===== config.mk =====
export PLATFORM = sky130hd
export DESIGN_NAME = gpio_pattern_seq_flat
export DESIGN_NICKNAME = d
export VERILOG_FILES = /design/src/rtl/gpio_pattern_seq_pkg.sv /design/src/rtl/gpio_pattern_seq_if.sv /design/src/rtl/gpio_seq_table.sv /design/src/rtl/gpio_pattern_seq.sv /design/src/flat_wrapper.sv
export SDC_FILE = /design/constraint.sdc
export NUM_CORES = 1
export LEC_CHECK = 0
export CAP_MARGIN = 20
export CORE_MARGIN = 2
export CORE_UTILIZATION = 28
export CTS_BUF_LIST = sky130_fd_sc_hd__clkbuf_4
export DETAILED_ROUTE_END_ITERATION = 7
export PLACE_DENSITY = 0.5
export RECOVER_POWER = 50
export SYNTH_ARGS = -nofsm -noshare
export SYNTH_HDL_FRONTEND = slang
export SYNTH_SLANG_ARGS = --single-unit

===== constraint.sdc =====
create_clock -name HCLK -period 2.2 [get_ports HCLK]
set_input_delay 0.44 -clock HCLK [delete_from_list [all_inputs] [get_ports HCLK]]
set_output_delay 0.44 -clock HCLK [all_outputs]
set_load 0.005 [all_outputs]

===== src/rtl/gpio_pattern_seq_pkg.sv =====
// Shared definitions for the GPIO pattern sequencer: register offsets,
// CTRL/STATUS bit positions and the sequencer state encoding.
package gpio_pattern_seq_pkg;

    localparam logic [7:0] OFS_CTRL       = 8'h00;
    localparam logic [7:0] OFS_STATUS     = 8'h04;
    localparam logic [7:0] OFS_LEN        = 8'h08;
    localparam logic [7:0] OFS_HOLD       = 8'h0C;
    localparam logic [7:0] OFS_SEQ_DIR    = 8'h10;
    localparam logic [7:0] OFS_TABLE_BASE = 8'h40;

    localparam int CTRL_START  = 0;
    localparam int CTRL_STOP   = 1;

    localparam int STAT_BUSY   = 0;
    localparam int STAT_DONE   = 1;
    localparam int STAT_LOOP   = 2;
    localparam int STAT_IRQ_EN = 3;

    typedef enum logic {
        IDLE = 1'b0,
        PLAY = 1'b1
    } state_t;

    // The bus decodes word addresses (HADDR[7:2]); convert a byte offset to one.
    function automatic logic [5:0] word_of(input logic [7:0] ofs);
        return ofs[7:2];
    endfunction

endpackage


===== src/rtl/gpio_pattern_seq_if.sv =====
// AHB-Lite signal bundle between the bus fabric (master side) and the
// GPIO pattern sequencer (slave side).
interface gpio_pattern_seq_if;

    logic        HSEL;
    logic [31:0] HADDR;
    logic [1:0]  HTRANS;
    logic [2:0]  HSIZE;
    logic [3:0]  HPROT;
    logic        HWRITE;
    logic [31:0] HWDATA;
    logic        HREADY;
    logic        HREADYOUT;
    logic [31:0] HRDATA;
    logic [1:0]  HRESP;

    modport master (
        output HSEL, HADDR, HTRANS, HSIZE, HPROT, HWRITE, HWDATA, HREADY,
        input  HREADYOUT, HRDATA, HRESP
    );

    modport slave (
        input  HSEL, HADDR, HTRANS, HSIZE, HPROT, HWRITE, HWDATA, HREADY,
        output HREADYOUT, HRDATA, HRESP
    );

endinterface


===== src/rtl/gpio_seq_table.sv =====
// Pattern table storage: DEPTH x GPIO_WIDTH flops, one write port and two
// independent combinational read ports (bus readback and playback).
module gpio_seq_table #(
    parameter int DEPTH      = 16,
    parameter int GPIO_WIDTH = 16
) (
    input  logic                       clk,
    input  logic                       rst_n,
    input  logic                       we,
    input  logic [$clog2(DEPTH)-1:0]   widx,
    input  logic [GPIO_WIDTH-1:0]      wdata,
    input  logic [$clog2(DEPTH)-1:0]   ridx_bus,
    output logic [GPIO_WIDTH-1:0]      rdata_bus,
    input  logic [$clog2(DEPTH)-1:0]   ridx_play,
    output logic [GPIO_WIDTH-1:0]      rdata_play
);

    logic [GPIO_WIDTH-1:0] mem [DEPTH];

    always_ff @(posedge clk or negedge rst_n) begin
        if (!rst_n) begin
            for (int i = 0; i < DEPTH; i++) begin
                mem[i] <= '0;
            end
        end else if (we) begin
            mem[widx] <= wdata;
        end
    end

    assign rdata_bus  = mem[ridx_bus];
    assign rdata_play = mem[ridx_play];

endmodule


===== src/rtl/gpio_pattern_seq.sv =====
// AHB-Lite GPIO pattern sequencer: plays a table of output words onto the pads,
// otherwise passes the CPU GPIO bridge through. GPIO_PATTERN_SEQ_IRQ_EN adds SEQ_IRQ.
//
// state | meaning
// IDLE  | CPU_DIR/CPU_WDATA pass straight through to the pads
// PLAY  | SEQ_DIR and TABLE[idx] drive the pads, each entry for HOLD+1 cycles
module gpio_pattern_seq
    import gpio_pattern_seq_pkg::*;
#(
    parameter int GPIO_WIDTH = 16,
    parameter int DEPTH      = 16,
    parameter int HOLD_W     = 16
) (
    input  logic                  HCLK,
    input  logic                  HRESETn,
    gpio_pattern_seq_if.slave     bus,
    input  logic [GPIO_WIDTH-1:0] CPU_DIR,
    input  logic [GPIO_WIDTH-1:0] CPU_WDATA,
    output logic [GPIO_WIDTH-1:0] GPIO_DIR,
    output logic [GPIO_WIDTH-1:0] GPIO_WDATA,
    output logic                  SEQ_BUSY
`ifdef GPIO_PATTERN_SEQ_IRQ_EN
    ,
    output logic                  SEQ_IRQ
`endif
);

    localparam int IDX_W = $clog2(DEPTH);
    localparam int LEN_W = IDX_W + 1;

    state_t state, next_state;

    logic                  wr_q;
    logic [5:0]            addr_q;
    logic [LEN_W-1:0]      len_q;
    logic [HOLD_W-1:0]     hold_q;
    logic [GPIO_WIDTH-1:0] seq_dir_q;
    logic                  loop_q;
    logic                  done_q;
    logic                  irq_en;
    logic [IDX_W-1:0]      idx_q;
    logic [HOLD_W-1:0]     cnt_q;

    logic                  busy;
    logic                  hit_ctrl, hit_status, hit_len, hit_hold, hit_dir, hit_tbl;
    logic [5:0]            tbl_off;
    logic [IDX_W-1:0]      tbl_idx;
    logic                  wr_ctrl, wr_status, cfg_we;
    logic                  start_cmd, stop_cmd, len_ok, go;
    logic [LEN_W-1:0]      len_m1;
    logic                  pass_end, done_set;
    logic [GPIO_WIDTH-1:0] tbl_rdata_bus, tbl_rdata_play;
    logic [31:0]           rdata;
    logic                  unused_bits;

    // Address phase capture; the write commits at the edge ending the data phase.
    always_ff @(posedge HCLK or negedge HRESETn) begin
        if (!HRESETn) begin
            wr_q   <= 1'b0;
            addr_q <= '0;
        end else begin
            wr_q <= bus.HSEL & bus.HTRANS[1] & bus.HREADY & bus.HWRITE;
            if (bus.HSEL && bus.HTRANS[1] && bus.HREADY) begin
                addr_q <= bus.HADDR[7:2];
            end
        end
    end

    assign hit_ctrl   = (addr_q == word_of(OFS_CTRL));
    assign hit_status = (addr_q == word_of(OFS_STATUS));
    assign hit_len    = (addr_q == word_of(OFS_LEN));
    assign hit_hold   = (addr_q == word_of(OFS_HOLD));
    assign hit_dir    = (addr_q == word_of(OFS_SEQ_DIR));
    assign hit_tbl    = (addr_q >= word_of(OFS_TABLE_BASE)) &&
                        (addr_q <  word_of(OFS_TABLE_BASE) + 6'(DEPTH));
    assign tbl_off    = addr_q - word_of(OFS_TABLE_BASE);
    assign tbl_idx    = tbl_off[IDX_W-1:0];

    assign wr_ctrl    = wr_q & hit_ctrl;
    assign wr_status  = wr_q & hit_status;
    assign cfg_we     = wr_q & ~busy;

    // STOP dominates START when both bits are written together.
    assign stop_cmd   = wr_ctrl & bus.HWDATA[CTRL_STOP];
    assign start_cmd  = wr_ctrl & bus.HWDATA[CTRL_START] & ~bus.HWDATA[CTRL_STOP];
    assign len_ok     = (len_q != '0) && (len_q <= LEN_W'(DEPTH));
    assign go         = (state == IDLE) && start_cmd && len_ok;

    assign len_m1     = len_q - LEN_W'(1);
    assign pass_end   = (state == PLAY) && (cnt_q == '0) && (idx_q == len_m1[IDX_W-1:0]);
    assign done_set   = pass_end && !loop_q && !stop_cmd;

    always_ff @(posedge HCLK or negedge HRESETn) begin
        if (!HRESETn) begin
            state <= IDLE;
        end else begin
            state <= next_state;
        end
    end

    always_comb begin
        next_state = state;
        case (state)
            IDLE: if (go) next_state = PLAY;
            PLAY: if (stop_cmd || (pass_end && !loop_q)) next_state = IDLE;
            default: next_state = IDLE;
        endcase
    end

    always_comb begin
        busy       = (state == PLAY);
        GPIO_DIR   = CPU_DIR;
        GPIO_WDATA = CPU_WDATA;
        if (busy) begin
            GPIO_DIR   = seq_dir_q;
            GPIO_WDATA = tbl_rdata_play;
        end
    end

    assign SEQ_BUSY = busy;

    // Hold timer counts down to zero, then the index steps (or wraps at pass end).
    always_ff @(posedge HCLK or negedge HRESETn) begin
        if (!HRESETn) begin
            idx_q <= '0;
            cnt_q <= '0;
        end else if (state == IDLE) begin
            if (go) begin
                idx_q <= '0;
                cnt_q <= hold_q;
            end
        end else if (cnt_q != '0) begin
            cnt_q <= cnt_q - HOLD_W'(1);
        end else begin
            cnt_q <= hold_q;
            idx_q <= pass_end ? '0 : idx_q + IDX_W'(1);
        end
    end

    always_ff @(posedge HCLK or negedge HRESETn) begin
        if (!HRESETn) begin
            len_q     <= '0;
            hold_q    <= '0;
            seq_dir_q <= '0;
            loop_q    <= 1'b0;
            done_q    <= 1'b0;
        end else begin
            if (cfg_we && hit_len)  len_q     <= bus.HWDATA[LEN_W-1:0];
            if (cfg_we && hit_hold) hold_q    <= bus.HWDATA[HOLD_W-1:0];
            if (cfg_we && hit_dir)  seq_dir_q <= bus.HWDATA[GPIO_WIDTH-1:0];
            if (wr_status)          loop_q    <= bus.HWDATA[STAT_LOOP];
            if (done_set) begin
                done_q <= 1'b1;
            end else if (wr_status && bus.HWDATA[STAT_DONE]) begin
                done_q <= 1'b0;
            end
        end
    end

`ifdef GPIO_PATTERN_SEQ_IRQ_EN
    logic irq_en_q;
    logic irq_q;

    always_ff @(posedge HCLK or negedge HRESETn) begin
        if (!HRESETn) begin
            irq_en_q <= 1'b0;
            irq_q    <= 1'b0;
        end else begin
            if (wr_status) irq_en_q <= bus.HWDATA[STAT_IRQ_EN];
            irq_q <= done_q & irq_en_q;
        end
    end

    assign irq_en  = irq_en_q;
    assign SEQ_IRQ = irq_q;
`else
    assign irq_en = 1'b0;
`endif

    gpio_seq_table #(
        .DEPTH      (DEPTH),
        .GPIO_WIDTH (GPIO_WIDTH)
    ) u_table (
        .clk        (HCLK),
        .rst_n      (HRESETn),
        .we         (cfg_we & hit_tbl),
        .widx       (tbl_idx),
        .wdata      (bus.HWDATA[GPIO_WIDTH-1:0]),
        .ridx_bus   (tbl_idx),
        .rdata_bus  (tbl_rdata_bus),
        .ridx_play  (idx_q),
        .rdata_play (tbl_rdata_play)
    );

    always_comb begin
        rdata = '0;
        if (hit_status) begin
            rdata[STAT_BUSY]   = busy;
            rdata[STAT_DONE]   = done_q;
            rdata[STAT_LOOP]   = loop_q;
            rdata[STAT_IRQ_EN] = irq_en;
        end else if (hit_len) begin
            rdata[LEN_W-1:0] = len_q;
        end else if (hit_hold) begin
            rdata[HOLD_W-1:0] = hold_q;
        end else if (hit_dir) begin
            rdata[GPIO_WIDTH-1:0] = seq_dir_q;
        end else if (hit_tbl) begin
            rdata[GPIO_WIDTH-1:0] = tbl_rdata_bus;
        end
    end

    assign bus.HRDATA    = rdata;
    assign bus.HREADYOUT = 1'b1;
    assign bus.HRESP     = 2'b00;

    assign unused_bits = ^{bus.HSIZE, bus.HPROT, bus.HADDR[31:8], bus.HADDR[1:0],
                           bus.HTRANS[0], bus.HWDATA, tbl_off, len_m1};

endmodule

===== src/flat_wrapper.sv =====
// flat-port wrapper written by rule: the top's interface ports become plain ports
module gpio_pattern_seq_flat import gpio_pattern_seq_pkg::*;
#(
    parameter int GPIO_WIDTH = 16,
    parameter int DEPTH      = 16,
    parameter int HOLD_W     = 16
)
  (HCLK, HRESETn, CPU_DIR, CPU_WDATA, GPIO_DIR, GPIO_WDATA, SEQ_BUSY, bus_HSEL, bus_HADDR, bus_HTRANS, bus_HSIZE, bus_HPROT, bus_HWRITE, bus_HWDATA, bus_HREADY, bus_HREADYOUT, bus_HRDATA, bus_HRESP);
  gpio_pattern_seq_if bus_i ();
  input  logic HCLK;
  input  logic HRESETn;
  input  logic [GPIO_WIDTH-1:0] CPU_DIR;
  input  logic [GPIO_WIDTH-1:0] CPU_WDATA;
  output logic [GPIO_WIDTH-1:0] GPIO_DIR;
  output logic [GPIO_WIDTH-1:0] GPIO_WDATA;
  output logic SEQ_BUSY;
  input wire logic [$bits(bus_i.HSEL)-1:0] bus_HSEL;
  input wire logic [$bits(bus_i.HADDR)-1:0] bus_HADDR;
  input wire logic [$bits(bus_i.HTRANS)-1:0] bus_HTRANS;
  input wire logic [$bits(bus_i.HSIZE)-1:0] bus_HSIZE;
  input wire logic [$bits(bus_i.HPROT)-1:0] bus_HPROT;
  input wire logic [$bits(bus_i.HWRITE)-1:0] bus_HWRITE;
  input wire logic [$bits(bus_i.HWDATA)-1:0] bus_HWDATA;
  input wire logic [$bits(bus_i.HREADY)-1:0] bus_HREADY;
  output wire logic [$bits(bus_i.HREADYOUT)-1:0] bus_HREADYOUT;
  output wire logic [$bits(bus_i.HRDATA)-1:0] bus_HRDATA;
  output wire logic [$bits(bus_i.HRESP)-1:0] bus_HRESP;
  assign bus_i.HSEL = bus_HSEL;
  assign bus_i.HADDR = bus_HADDR;
  assign bus_i.HTRANS = bus_HTRANS;
  assign bus_i.HSIZE = bus_HSIZE;
  assign bus_i.HPROT = bus_HPROT;
  assign bus_i.HWRITE = bus_HWRITE;
  assign bus_i.HWDATA = bus_HWDATA;
  assign bus_i.HREADY = bus_HREADY;
  assign bus_HREADYOUT = bus_i.HREADYOUT;
  assign bus_HRDATA = bus_i.HRDATA;
  assign bus_HRESP = bus_i.HRESP;
  gpio_pattern_seq #(.GPIO_WIDTH(GPIO_WIDTH), .DEPTH(DEPTH), .HOLD_W(HOLD_W)) u_core (.HCLK(HCLK), .HRESETn(HRESETn), .bus(bus_i), .CPU_DIR(CPU_DIR), .CPU_WDATA(CPU_WDATA), .GPIO_DIR(GPIO_DIR), .GPIO_WDATA(GPIO_WDATA), .SEQ_BUSY(SEQ_BUSY));
endmodule

==> flow_metrics.tcl, run 1 <==
set metrics [dict create \
    outcome "finished, violations left" \
    violations "max-capacitance violations, max-slew violations, negative setup slack" \
    avgSynthCellArea_um2 13.35 \
    min_period_ns 3.396 \
    drive_gt1_share_pct 59.84 \
    cts_max_path_buffers 3 \
    required_ns 1.76 \
    numCtsBuffers 91 \
    ant_nets 0 \
    mostFrequentLayoutCells "dfrtp_1 (316), mux2_2 (264), buf_4 (214)" \
    rsz0062_at_grt "true" \
    dr.pass1.iters 5 \
    start_kind "register" \
    cpMaxStageDelayCell "dfrtp_4" \
    vias_per_cell 5.195 \
    hold_viol_final 0 \
    max_freq_ghz 0.2944 \
    fin_nets 1900 \
    clock_sinks 323 \
    post-route-drc-count 0 \
    start_util_pct 28.23 \
    grt_max_degree 82 \
    cts_tree "yes" \
    rrSetupSlack_ns -0.16 \
    crit_family "multiplexers" \
    grt_pass1_vias 14557 \
    fin_crit_sh_pct 154.4 \
    die_y_um 256.0 \
    hpwl_um 42080 \
    setup_viol 228 \
    max-slew-margin-rel_pct -34.23 \
    arrival_ns 2.96 \
    r2r-start "u_core.SEQ_BUSY" \
    gp_congestion 0.8423 \
    worst-path-buf-inv 4 \
    design.core.area_um2 62970 \
    synth_cells 1331 \
    hold_end "u_core.wr_q" \
    async_reset_ff_share_pct 100.0 \
    io_buffer_count 108 \
    hold_ws_ns 0.1424 \
    dominantRegCellSynth "dfrtp_1" \
    worst_slew_pin_slew_ns 2.013 \
    reg2regPathDepth 11 \
    grt_util_all_layers_pct 19.93 \
    final_common_cell "dfrtp_1" \
    grt_pass1_wl_um 97360 \
    path_clk_slew_ns 0.07 \
    max_cap_violations 1 \
    holdCritPathClass "in2reg" \
    io_pins 178 \
    cts_root_buf "clkbuf_4" \
    drv_slew 25 \
    die_area_um2 65510 \
    worstSetupPathType "reg2out" \
    leakagePower_nw 11.05 \
    critPathMaxStageDelay_ns 0.58 \
    power.total_mw 21.81 \
    drt-total-wl_um 66940 \
    seq_area_frac_synth_pct 45.47 \
    powerDensity_nw_per_um2 863.4 \
    synth_warnings 0 \
    reg2reg_to "u_core.u_table.mem[43]" \
    area_delta_synth_final_pct 42.14 \
    die_w_um 256.0 \
    placementRows 92 \
    crit_path_end_kind "primary output" \
    hold_start "bus_HWRITE" \
    finalWorstSetupSlack_ns -1.196 \
    synth_edf_count 0 \
    ir_drop_v 0.0004239 \
    post_synth_num_cell_types 61 \
    critPathMaxFanout 8 \
    grt_antenna_before_repair 1 \
    htreeDepth 3 \
    synth.ff_latch_count 323 \
    fin_skew_ns 0.03645 \
    min_path_cells 3 \
    initialDrtViolationCount 762 \
    cp_num_cells 7 \
    grt.overflow.total 0 \
    synthesis.area_um2 17770 \
    path_cells "buf_12 -> buf_16 -> buf_4 -> mux4_2 -> mux2_4 -> a221o_1 -> buf_2" \
    clock_latency_ns 0.84 \
    vias 14010 \
    wire_per_inst_um 24.82 \
]
## registers in the layout (all words and copies together), names as in the netlist
signal and count:
u_core.wr_q 1, u_core.u_table.mem 256, u_core.cnt_q 16, u_core.SEQ_BUSY 1, u_core.done_q 1, u_core.len_q 5, u_core.seq_dir_q 16, u_core.idx_q 4
u_core.hold_q 16, u_core.loop_q 1, u_core.addr_q 6
## power breakdown
group | internal (mW) | total (mW) | switching (mW)
Clock | 3.05 | 5.74 | 2.69
Sequential | 6.45 | 7.03 | 0.580
Combinational | 4.97 | 9.04 | 4.07
## synth_stat cells, types with 3 or more instances
cell	instances	share of area (%)
mux2_2	334	21
dfrtp_1	323	45
mux4_2	98	12
mux2i_1	62	3.5
clkbuf_1	46	0.97
a21oi_1	40	1.1
buf_2	38	1.1
nand2_1	37	0.78
o21ai_0	33	0.93
nand3_1	31	0.87
buf_4	30	1.3
a22oi_1	29	1.2
nor2_1	23	0.49
nor3_1	23	0.65
nor2b_1	22	0.77
a221o_1	21	1.2
a211oi_1	15	0.63
buf_1	12	0.25
a31oi_1	11	0.39
nand2b_1	10	0.35
xnor2_1	7	0.34
nand4_1	6	0.21
a32oi_1	5	0.25
ha_1	5	0.35
inv_1	5	0.11
and3_1	4	0.14
nor4_1	4	0.14
a21o_1	3	0.13
a221oi_1	3	0.15
and2_1	3	0.11
buf_6	3	0.19
nor2_2	3	0.11
nor4_2	3	0.21
or4_1	3	0.13
## per-layer routing
layer	wire, µm	vias to the layer above	share of wire, %	global-route usage [%]
met5	0	-	0	0
met4	1855	0	2.8	7.391
met3	3510	113	5.2	3.882
met2	32000	433	48	32.04
met1	29570	7409	44	26.66
li1	-	6055	-	-
## tightest hold or removal path, stage by stage
cell and delay [ns]:
clkdlybuf4s50_1 0.41, inv_1 0.06, nor2_1 0.04
## cell families (layout without fill, tap and decap cells)
group | count (synthesis) | after routing | share of synthesized area (%)
muxes | 494 | 494 | 37.07
DFF | 323 | 323 | 45.47
and+or+nand+nor | 187 | 187 | 5.871
AOI/OAI and AO/OA | 178 | 178 | 6.969
buffers and inverters | 135 | 637 | 3.879
xor gates and xnor gates | 7 | 7 | 0.3449
adders and majority gates | 5 | 5 | 0.3520
other | 2 | 20 | 0.04225
## final cells by class
class | instances | area, µm²
fillers | 5973 | 37700
multi-input cells | 890 | 9943
flip-flops and latches | 323 | 8099
repair buffers | 473 | 4975
well taps | 846 | 1059
clock buffers | 137 | 1028
clock inverters | 21 | 136.4
inverters | 6 | 22.52
diodes | 1 | 2.502
## what timing repair did
item / in CTS / in global routing
cloned: 15 / 6
gates resized for setup: 399 / 141
hold buffers: 1 / 0
setup endpoints to repair: 148 / 255
buffers inserted: 78 / 28
pin swaps: 70 / 43
hold endpoints to repair: 323 / 0
## worst max-delay path by stage
stage	startpoint	endpoint	slack (ns)
floorplan	u_core.idx_q[0]	GPIO_WDATA[5]	0.02
global placement	u_core.addr_q[2]	bus_HRDATA[10]	-0.71
detailed placement	u_core.addr_q[2]	bus_HRDATA[10]	-0.68
CTS	u_core.idx_q[0]	GPIO_WDATA[6]	-1.26
global route	u_core.idx_q[0]	GPIO_WDATA[7]	-1.31
finish	u_core.idx_q[0]	GPIO_WDATA[12]	-1.20
## per-stage QoR
stage	setup slack (ns)	area, µm²	util, %	setup TNS, ns	instances
final	-1.196	25270	40.13	-51.41	2697
after global routing	-1.315	25270	40.13	-70.26	2697
after CTS	-1.260	24670	39.18	-47.95	2678
after detailed placement	-0.6810	21850	34.71	-21.55	2429
after global placement	-0.7094	21850	34.71	-21.59	2429
after floorplan	0.01684	17910	-	0	1348
(Power assumes the default switching activity.)
==> run 2: changes to the inputs <==
- HOLD_SLACK_MARGIN: default -> 0.05
==> flow_metrics.tcl, run 2 (synthesized netlist as in run 1, its figures left out) <==
set metrics [dict create \
    power.total_mw 21.81 \
    initialDrtViolationCount 846 \
    hpwl_um 42080 \
    ant_nets 0 \
    fin_crit_sh_pct 154.4 \
    setup_viol 259 \
    min_path_cells 3 \
    clock_sinks 323 \
    fin_area_um2 25260 \
    die_y_um 256.0 \
    hold_viol_final 0 \
    hold_start "bus_HWRITE" \
    cts_max_path_buffers 3 \
    die_w_um 256.0 \
    hold_end "u_core.wr_q" \
    outcome "finished, violations left" \
    placementRows 92 \
    rsz0062_at_grt "true" \
    die_area_um2 65510 \
    gp_congestion 0.8423 \
    reg2regPathDepth 11 \
    numCtsBuffers 91 \
    vias 14036 \
    htreeDepth 3 \
    largest_register_ffs 256 \
    grt_max_degree 82 \
    clock_latency_ns 0.84 \
    post-route-drc-count 0 \
    start_kind "register" \
    holdCritPathClass "in2reg" \
    max-slew-margin-rel_pct -19.48 \
    required_ns 1.76 \
    rrSetupSlack_ns -0.16 \
    max_freq_ghz 0.2944 \
    reg2reg_to "u_core.u_table.mem[43]" \
    grt_util_all_layers_pct 19.97 \
    vias_per_cell 5.199 \
    ir_drop_v 0.0004252 \
    placed_cell_area_um2 21850 \
    io_pins 178 \
    dr.pass1.iters 4 \
    seq_area_um2 8099 \
    path_clk_slew_ns 0.07 \
    cts_root_buf "clkbuf_4" \
    wire_per_inst_um 24.87 \
    io_buffer_count 108 \
    preCtsSetupSlack_ns -0.6810 \
    grt.overflow.total 0 \
    area_delta_synth_final_pct 42.09 \
    powerDensity_nw_per_um2 863.4 \
    largest_register "u_core.u_table.mem" \
    grt_pass1_wl_um 97560 \
    max_cap_violations 1 \
    worstSetupPathType "reg2out" \
    critPathMaxFanout 8 \
    start_util_pct 28.23 \
    fillCellCount 5974 \
    arrival_ns 2.96 \
    min_period_ns 3.396 \
    fin_skew_ns 0.03470 \
    violations "max-capacitance violations, max-slew violations, negative setup slack" \
    crit_path_end_kind "primary output" \
    drt-total-wl_um 67150 \
    design.core.area_um2 62970 \
    grt_pass1_vias 14577 \
    r2r-start "u_core.SEQ_BUSY" \
    worst_slew_pin_slew_ns 1.792 \
    leakagePower_nw 11.04 \
    mostFrequentLayoutCells "dfrtp_1 (316), mux2_2 (264), buf_4 (213)" \
    multi_input_area_um2 9943 \
    setup_tns_ns -54.06 \
    fin_nets 1902 \
    grt_antenna_before_repair 1 \
    drive_gt1_share_pct 59.72 \
    final_common_cell "dfrtp_1" \
    cts_tree "yes" \
    finalWorstSetupSlack_ns -1.196 \
    drv_slew 32 \
]
==> run 2: how the worst max path moves through the flow <==
stage / from / end / slack (ns) / cells after the start
3_3_place_gp: u_core.addr_q[2] / bus_HRDATA[10] / -0.71 / 7
4_1_cts: u_core.idx_q[0] / GPIO_WDATA[6] / -1.26 / 8
6_report: u_core.idx_q[0] / GPIO_WDATA[12] / -1.20 / 7
2_1_floorplan: u_core.idx_q[0] / GPIO_WDATA[5] / 0.02 / 7
3_5_place_dp: u_core.addr_q[2] / bus_HRDATA[10] / -0.68 / 7
5_1_grt: u_core.idx_q[0] / GPIO_WDATA[7] / -1.31 / 8
==> run 2: metrics by stage <==
stage / hold WS [ns] / instances / util (%)
floorplan: 0.1444 / 1348 / -
global placement: 0.3304 / 2429 / 34.71
detailed placement: 0.3293 / 2429 / 34.71
CTS: 0.07961 / 2679 / 39.20
global route: 0.1145 / 2699 / 40.11
finish: 0.1399 / 2700 / 40.11
==> run 2: layer usage <==
metal,track usage [%],vias to the layer above,share of wire (%)
met1,26.69,7440,44
li1,-,6062,-
met3,3.882,118,5.1
met4,7.391,0,2.8
met2,32.16,416,48
met5,0,-,0
==> run 2: layout make-up <==
class / instances / area share (%)
multi-input cells: 890 / 39.37
flip-flops and latches: 323 / 32.07
repair buffers: 475 / 19.65
well taps: 846 / 4.191
clock buffers: 137 / 4.072
clock inverters: 21 / 0.5400
inverters: 6 / 0.08917
diodes: 2 / 0.01982
==> run 2: worst max-delay path, cell delays in order (launching register included) <==
cell,delay (ns)
dfrtp_4,0.58
buf_12,0.17
buf_16,0.13
buf_4,0.13
mux4_2,0.42
mux2_4,0.28
a221o_1,0.30
buf_2,0.13
==> run 2: repair_timing <==
action	in CTS	in global routing
hold buffers	2	0
endpoints found under the hold margin	323	0
resized for setup	399	141
gates cloned	15	6
endpoints found under the setup margin	148	255
pin swaps	70	43
buffers inserted	78	28
==> run 2: power by group <==
part,switching [mW],leakage (nW),internal [mW],total [mW]
logic,4.06,6.32,4.97,9.03
clock network,2.69,0.692,3.05,5.74
registers,0.580,4.03,6.45,7.03
==> run 3: changes to the inputs <==
==> constraint.sdc (replaced) <==
create_clock -name HCLK -period 2.2 [get_ports HCLK]
set_input_delay 0.66 -clock HCLK [delete_from_list [all_inputs] [get_ports HCLK]]
set_output_delay 0.66 -clock HCLK [all_outputs]
set_load 0.005 [all_outputs]
==> flow_metrics.tcl, run 3 (synthesized netlist as in run 1, its figures left out) <==
set metrics [dict create \
    max-slew-margin-rel_pct 22.59 \
    vias 13778 \
    critPathMaxFanout 5 \
    cts_tree "yes" \
    power.total_mw 21.60 \
    htreeDepth 3 \
    area_delta_synth_final_pct 40.93 \
    max_freq_ghz 0.2713 \
    dr.pass1.iters 8 \
    drv_slew 0 \
    numCtsBuffers 88 \
    grt_antenna_before_repair 1 \
    instances_no_fill 2697 \
    ir_drop_v 0.0004297 \
    cp_common_cell "buf_12" \
    fin_crit_sh_pct 167.5 \
    final_common_cell "dfrtp_1" \
    clock_sinks 323 \
    setup_viol 309 \
    outcome "finished, violations left" \
    fillCellCount 5981 \
    initialDrtViolationCount 971 \
    grt_pass1_wl_um 94790 \
    placementRows 92 \
    placed_cell_area_um2 22120 \
    worstSetupPathType "reg2out" \
    post-route-drc-count 0 \
    io_pins 178 \
    drt-total-wl_um 63360 \
    start_kind "register" \
    cpMaxStageDelayCell "dfrtp_4" \
    fin_nets 1904 \
    fin_skew_ns 0.04197 \
    powerDensity_nw_per_um2 862.1 \
    leakagePower_nw 10.94 \
    mostFrequentLayoutCells "dfrtp_1 (316), mux2_2 (289), buf_4 (227)" \
    path_cells "buf_12 -> buf_12 -> buf_16 -> buf_6 -> mux4_2 -> mux2i_1 -> nor3_1 -> a221o_1 -> buf_2" \
    violations "negative setup slack" \
    holdCritPathClass "in2reg" \
    grt_util_all_layers_pct 19.22 \
    io_buffer_count 108 \
    wire_per_inst_um 23.49 \
    crit_path_end_kind "primary output" \
    worst_slew_pin_slew_ns 1.161 \
    critPathMaxStageDelay_ns 0.54 \
    min_period_ns 3.686 \
    largest_register_ffs 256 \
    largest_register "u_core.u_table.mem" \
    gp_congestion 0.8264 \
    grt_max_degree 61 \
    path_clk_slew_ns 0.07 \
    design.core.area_um2 62970 \
    grt.overflow.total 0 \
    ant_nets 0 \
    die_area_um2 65510 \
    die_w_um 256.0 \
    drive_gt1_share_pct 58.97 \
    clock_latency_ns 0.83 \
    required_ns 1.54 \
    start_util_pct 28.23 \
    arrival_ns 3.03 \
    finalWorstSetupSlack_ns -1.486 \
    cts_max_path_buffers 3 \
    cts_root_buf "clkbuf_4" \
    hpwl_um 41550 \
    vias_per_cell 5.109 \
    placedCellCount 2447 \
    rsz0062_at_grt "true" \
    die_y_um 256.0 \
    fin_area_um2 25050 \
    hold_viol_final 0 \
    grt_pass1_vias 14540 \
    max_cap_violations 0 \
]
## run 3: cell count changes in the layout (fill, tap and decap cells not counted), moves of 5 or more
cell      delta
mux2_2      +25
mux2_4      -25
buf_4       +14
buf_12      +12
buf_2        -8
clkbuf_4     -7
clkbuf_2     +6
buf_16       -5
## run 3: timing repair
| item | in CTS | in global routing |
|---|---|---|
| endpoints found under the hold margin | 101 | 0 |
| setup endpoints to repair | 104 | 287 |
| buffers inserted | 56 | 48 |
| pin swaps | 33 | 56 |
| gates resized for setup | 325 | 136 |
| gates cloned | 8 | 3 |
| hold buffers | 1 | 0 |
## run 3: layout make-up
type / instances / area (µm²) / area share [%]
well taps: 846 / 1059 / 4.226
repair buffers: 480 / 4962 / 19.81
inverters: 6 / 22.52 / 0.08991
diodes: 1 / 2.502 / 0.009990
clock buffers: 130 / 975.9 / 3.896
clock inverters: 21 / 163.9 / 0.6543
multi-input cells: 890 / 9767 / 38.99
flip-flops and latches: 323 / 8097 / 32.32
## run 3: worst paths after layout
check | cells after the start | slack (ns) | to | from
setup / recovery | 9 | -1.49 | GPIO_WDATA[1] | u_core.idx_q[0]
hold / removal | 3 | 0.36 | u_core.wr_q | bus_HWRITE
setup reg to reg | 13 | -0.33 | u_core.u_table.mem[123] | u_core.SEQ_BUSY
hold reg to reg | 1 | 0.52 | u_core.u_table.mem[87] | u_core.u_table.mem[87]
max in group asynchronous | 3 | 0.17 | u_core.u_table.mem[77] | HRESETn
min in group asynchronous | 2 | 0.61 | u_core.u_table.mem[161] | HRESETn
## run 3: worst max-delay path, delay by kind of cell (launching register included)
| kind | cells | cell delay [ns] |
|---|---|---|
| simple gates | 1 | 0.07 |
| buf+inv | 5 | 0.68 |
| compound gates | 1 | 0.33 |
| flops | 1 | 0.54 |
| mux | 2 | 0.57 |
## run 3: layer usage
metal	GRT usage (%)	share of wire [%]	vias up
li1	-	-	6055
met1	25.31	43	7208
met2	32.10	50	415
met3	3.070	4.6	100
met4	6.628	2.5	0
met5	0	0	-
## run 3: stage by stage
stage | util (%) | setup WS [ns] | hold slack [ns] | setup TNS, ns
4_1_cts | 38.80 | -1.693 | 0.2661 | -64.16
6_report | 39.78 | -1.486 | 0.3556 | -90.74
3_5_place_dp | 35.13 | -0.8694 | 0.4896 | -31.86
2_1_floorplan | - | -0.1965 | 0.3644 | -3.153
3_3_place_gp | 35.13 | -0.8951 | 0.4905 | -31.50
5_1_grt | 39.78 | -1.569 | 0.3193 | -117.31
## run 3: power breakdown
group / internal, mW / total, mW / switching [mW] / leakage, nW
sequential: 6.45 / 6.98 / 0.531 / 4.03
combinational: 4.99 / 8.93 / 3.94 / 6.23
clock: 3.03 / 5.69 / 2.65 / 0.676
